## src/rtl/mips_pkg.sv

```systemverilog
// Shared definitions for the MIPS pipeline: fetch-stage state encoding and
// common instruction/PC constants.
package mips_pkg;

   typedef enum logic [1:0] {
      FETCH = 2'd0,
      HOLD  = 2'd1,
      DROP  = 2'd2
   } fetch_state_t;

   localparam logic [31:0] NOP_INSTR = 32'h0000_0000;
   localparam logic [31:0] PC_INC    = 32'd4;

endpackage

```

## src/rtl/if_fetch_stage_pc_next_mux.sv

```systemverilog
// Redirect target selection for the fetch stage: branch beats jump and the
// chosen target is forced onto a word boundary.
module pc_next_mux (
   input  logic        branch_taken,
   input  logic [31:0] branch_target,
   input  logic        jump,
   input  logic [31:0] jump_target,
   output logic        redirect,
   output logic [31:0] target
);

   logic [31:0] selected;

   assign redirect = branch_taken | jump;
   assign selected = branch_taken ? branch_target : jump_target;
   assign target   = {selected[31:2], 2'b00};

endmodule

```

## src/rtl/if_fetch_stage.sv

```systemverilog
// Instruction-fetch stage: owns the PC, drives the instruction-memory
// handshake and hands instructions (or NOP bubbles) to the IF/ID register.
module if_fetch_stage
   import mips_pkg::*;
#(
   parameter logic [31:0] RESET_PC = 32'h0000_0000
) (
   input  logic        clk,
   input  logic        rst,
   input  logic        stall,
   input  logic        branch_taken,
   input  logic [31:0] branch_target,
   input  logic        jump,
   input  logic [31:0] jump_target,
   output logic        imem_req,
   output logic [31:0] imem_addr,
   input  logic        imem_ready,
   input  logic [31:0] imem_rdata,
   output logic [31:0] PCplus4_IF,
   output logic [31:0] Instr_IF
);

   fetch_state_t state;
   logic [31:0]  pc;
   logic [31:0]  instr_buf;
   logic [31:0]  redirect_pc;
   logic         redirect;
   logic [31:0]  target;

   pc_next_mux u_pc_next_mux (
      .branch_taken  (branch_taken),
      .branch_target (branch_target),
      .jump          (jump),
      .jump_target   (jump_target),
      .redirect      (redirect),
      .target        (target)
   );

   // A redirect while a request is outstanding cannot move the address, so it
   // is parked in redirect_pc and the eventual response is thrown away (DROP).
   always_ff @(posedge clk) begin
      if (rst) begin
         pc          <= RESET_PC;
         state       <= FETCH;
         instr_buf   <= NOP_INSTR;
         redirect_pc <= 32'h0;
      end else begin
         case (state)
            FETCH: begin
               if (imem_ready) begin
                  if (redirect) begin
                     pc <= target;
                  end else if (stall) begin
                     instr_buf <= imem_rdata;
                     state     <= HOLD;
                  end else begin
                     pc <= pc + PC_INC;
                  end
               end else if (redirect) begin
                  redirect_pc <= target;
                  state       <= DROP;
               end
            end
            HOLD: begin
               if (redirect) begin
                  pc    <= target;
                  state <= FETCH;
               end else if (!stall) begin
                  pc    <= pc + PC_INC;
                  state <= FETCH;
               end
            end
            DROP: begin
               if (imem_ready) begin
                  pc    <= redirect ? target : redirect_pc;
                  state <= FETCH;
               end else if (redirect) begin
                  redirect_pc <= target;
               end
            end
            default: state <= FETCH;
         endcase
      end
   end

   // Redirect squashes whatever would otherwise be presented downstream.
   always_comb begin
      imem_req   = !rst && (state != HOLD);
      imem_addr  = pc;
      PCplus4_IF = rst ? (RESET_PC + PC_INC) : (pc + PC_INC);
      Instr_IF   = NOP_INSTR;
      if (!rst) begin
         case (state)
            FETCH:   if (imem_ready && !redirect) Instr_IF = imem_rdata;
            HOLD:    if (!redirect) Instr_IF = instr_buf;
            default: Instr_IF = NOP_INSTR;
         endcase
      end
   end

endmodule

```

## config.mk

```make
export PLATFORM = sky130hd
export DESIGN_NAME = if_fetch_stage
export DESIGN_NICKNAME = d
export VERILOG_FILES = /design/src/rtl/mips_pkg.sv /design/src/rtl/if_fetch_stage_pc_next_mux.sv /design/src/rtl/if_fetch_stage.sv
export SDC_FILE = /design/constraint.sdc
export NUM_CORES = 1
export LEC_CHECK = 0
export CELL_PAD_IN_SITES_DETAIL_PLACEMENT = 2
export CELL_PAD_IN_SITES_GLOBAL_PLACEMENT = 2
export CORE_UTILIZATION = 25
export DETAILED_ROUTE_END_ITERATION = 8
export MAX_ROUTING_LAYER = met4
export PLACE_DENSITY = 0.92
export SLEW_MARGIN = 20
export SYNTH_ARGS = -nofsm -noshare
export SYNTH_HDL_FRONTEND = slang
export SYNTH_SLANG_ARGS = --single-unit
```

## constraint.sdc

```tcl
create_clock -name clk -period 3.2 [get_ports clk]
set_input_delay 0.8 -clock clk [delete_from_list [all_inputs] [get_ports clk]]
set_output_delay 0.8 -clock clk [all_outputs]
set_load 0.05 [all_outputs]
```

==> impl_results.md, run 1 <==
* # rows at 54
* Pre-CTS WS at -0.2085 ns
* Mapped Cells at 726
* DRT Wirelength at 29.43 mm
* DR WL/cell at 24.20 microns
* Crit share post-route at 0.9788
* Startpoint Class: input port
* First-pass DRT Iterations at 9
* Share of cells above drive strength 1 at 0.2457
* CTS root buffer: clkbuf_16
* Gr usage total at 0.2646
* HP Class: flip-flop to flip-flop
* Max Slew Vio Count at 0
* Post-synth EDFFs at 0
* Detail Route Antenna Nets at 0
* CORE AREA at 21,760 sq um
* Filler cell count at 2,316
* PwrDens at 382.3 nW/um^2
* Arr. time, crit path at 2.33 ns
* Die Height at 151.0 microns
* Max frequency at 319.3 MHz
* Cell count after placement at 1,190
* Kind of critical path: input port to output port
* CTS buffer count at 9
* Die X-Extent at 151.0 microns
* Worst skew pair latency at 0.36 ns
* Die footprint at 22,790 sq um
* Final setup TNS at 0 ns
* DRC viols at 0
* CTS clock-pin slew for the worst setup and hold paths at 0.07 ns
* Pin count of the biggest net entering global routing at 67
* First-pass GRT wire length at 44.08 mm
* Status: complete, no violations
* Actual slew at the worst max-slew pin at 0.7170 ns
* Antenna violations before repair at 0
* Inserted Diodes at 0
* Distinct cells, synth at 55
* Clock Skew at 0.01322 ns
* Leakage at 3.350 nW
* Final count of hold timing violations at 0
* CTS tree: done
* Vias in the first global route at 7,298
* Asr flop ratio synth at 0
* HPWL Detailed at 19.84 mm
* Ys flop type: dfxtp_1
* Total Nets Final at 1,034
* CP Capture Type: output port
* Seq/Total Area, Yosys at 0.3537
* Endpoints failing setup at 0
* Via density at 5.748
* Max-Cap Viols at 0
* Design area at 9291 sq um
* Synth-to-layout area growth at 67.52%
* Gr ovfl total at 0
* Htree depth at 3
* Starting Density at 0.2549
* CTS Sinks at 98
* RePlAce Congestion at 0.8231
* Tmin final at 3.132 ns
* Worst Slack Setup Final at 0.06772 ns
* Mapped Nets at 829
* FF+latch count, synth at 98
* Port Buf Inserts at 194
* Synthesized area per cell at 7.640 sq um
* Placed Area at 8730 sq um
* Non-filler cells, final at 1,216
* Worst slew margin at 0.5219
* Synth warnings at 0
* CP Max Fanout at 17
* CTS Hold Bufs at 0
* Flop2flop setup slack at 0.90 ns
* Worst ir drop on vdd at 0.2538 mV
* DR iter-0 viols at 612
* Synthesized cell area at 5547 sq um
* Via count at 6,989
* Req. time, crit path at 2.40 ns
* # IOs at 199
* Worst-case clock buffer depth at 2
cells by family (layout without fill, tap and decap cells):
family,after synthesis,count (layout),share of synthesized area
XOR/XNOR,27,27,0.04264
AO/OA/AOI/OAI,262,262,0.3136
multiplexers,7,7,0.01263
AND/OR/NAND/NOR,262,262,0.2263
adder cells (fa/ha/maj),1,1,0.002255
flip-flops,98,98,0.3537
buffers and inverters,69,279,0.04895
repair_timing:
item,in CTS,in global routing
cloned,3,0
pin swaps,11,6
endpoints found under the hold margin,0,0
setup buffers,7,1
gates resized for setup,18,12
endpoints found under the setup margin,47,44
cell type report:
| cell class | count | area (sq um) | share of cell area |
|---|---|---|---|
| Clock buffer | 10 | 229.0 | 0.02464 |
| Clock inverter | 6 | 95.09 | 0.01023 |
| Inverter | 4 | 15.01 | 0.001616 |
| Multi-Input combinational cell | 559 | 3517 | 0.3785 |
| Sequential cell | 98 | 1971 | 0.2121 |
| Tap cell | 280 | 350.3 | 0.03771 |
| Timing Repair Buffer | 259 | 3114 | 0.3352 |
per-stage QoR:
step | total power [W] | util | hold WS (ns)
2_1_floorplan | 0.001824 | - | 0.4368
3_3_place_gp | 0.002257 | 0.4013 | 0.4423
3_5_place_dp | 0.002299 | 0.4013 | 0.4525
4_1_cts | 0.003551 | 0.4252 | 0.4630
5_1_grt | 0.003677 | 0.4271 | 0.4710
6_report | 0.003552 | 0.4271 | 0.4616
cell usage in the layout (no fill, tap or decap), types with 4 or more instances in the layout:
cell,Yosys,routed
nand2_1,89,89
inv_6,0,4
dfxtp_1,98,91
o21ai_0,37,36
nor2_1,104,54
buf_12,0,63
and4_1,4,4
inv_1,4,4
nand3_1,15,14
clkbuf_16,0,9
nor2_2,0,50
clkdlybuf4s50_1,0,125
a21oi_1,78,78
buf_4,0,64
mux2i_1,7,7
xor2_1,19,19
xnor2_1,8,7
nor3_1,4,4
a22oi_2,0,5
dfxtp_2,0,7
a21o_1,9,9
o22ai_1,30,30
nand4_1,6,6
o31ai_1,10,10
and3_1,10,10
a22oi_1,47,42
a222oi_1,27,27
a22o_1,7,7
routing by layer:
layer / track usage / up-vias / wire length (microns)
li1: - / 3113 / -
met1: 0.3192 / 3515 / 11990
met2: 0.4376 / 292 / 14760
met3: 0.04398 / 69 / 1595
met4: 0.1055 / 0 / 1094
met5: - / - / 0
synth_stat cells (all sizes together), types with 2 or more instances:
cell    number  area, sq um
nor2       104        390.4
dfxtp       98         1962
nand2       89        334.1
a21oi       78        390.4
clkbuf      51        191.4
a22oi       47        352.8
o21ai       37        185.2
o22ai       30        187.7
a222oi      27        270.3
xor2        19        166.4
nand3       18        105.1
buf         14        65.06
and3        11        70.07
o31ai       10        75.07
a21o         9        67.56
xnor2        8        70.07
a22o         7        61.31
mux2i        7        70.07
nand4        7        58.81
nor3         6        52.55
and4         4        35.03
inv          4        15.01
nor2b        4        25.02
nor4         4        46.29
a32o         3        30.03
nand4b       3        26.28
o41ai        3        26.28
a211oi       2        15.01
and2         2        12.52
nor4b        2        38.78
o211ai       2        15.01
or2          2        12.52
or4          2        15.01
registers in the layout, summed over array words and instances, names as in the netlist:
register	cells
imem_addr	32
instr_buf	32
redirect_pc	32
state	2
path summary, 6_finish.rpt:
path / from / to / cells after the start
hold reg to reg: instr_buf[9] / instr_buf[9] / 2
setup / recovery: branch_taken / Instr_IF[24] / 8
hold / removal: instr_buf[9] / instr_buf[9] / 2
setup reg to reg: state[1] / imem_addr[16] / 5
report_power, final:
group	total [W]	internal (W)	switching, W
Sequential	0.00136	0.00128	0.0000772
Combinational	0.000953	0.000405	0.000548
Clock	0.00124	0.000699	0.000539
Total	0.00355	0.00239	0.00116
worst max-delay path, cell delays in order:
cell	delay [ns]
clkdlybuf4s15_1	0.18
or2_4	0.25
nor4b_4	0.32
buf_4	0.21
buf_16	0.16
a22oi_1	0.09
nor2_2	0.17
buf_12	0.15
Power figures use the tool's default switching activity.
==> inputs of run 2 (changes only) <==
--- a/config.mk
+++ b/config.mk
@@ -5,6 +5,7 @@
 export SDC_FILE = /design/constraint.sdc
 export NUM_CORES = 1
 export LEC_CHECK = 0
+export CAP_MARGIN = 5
 export CELL_PAD_IN_SITES_DETAIL_PLACEMENT = 2
 export CELL_PAD_IN_SITES_GLOBAL_PLACEMENT = 2
 export CORE_UTILIZATION = 25
==> results of run 2 <==
Final layout, timing and power as in run 1 (identical DEF).
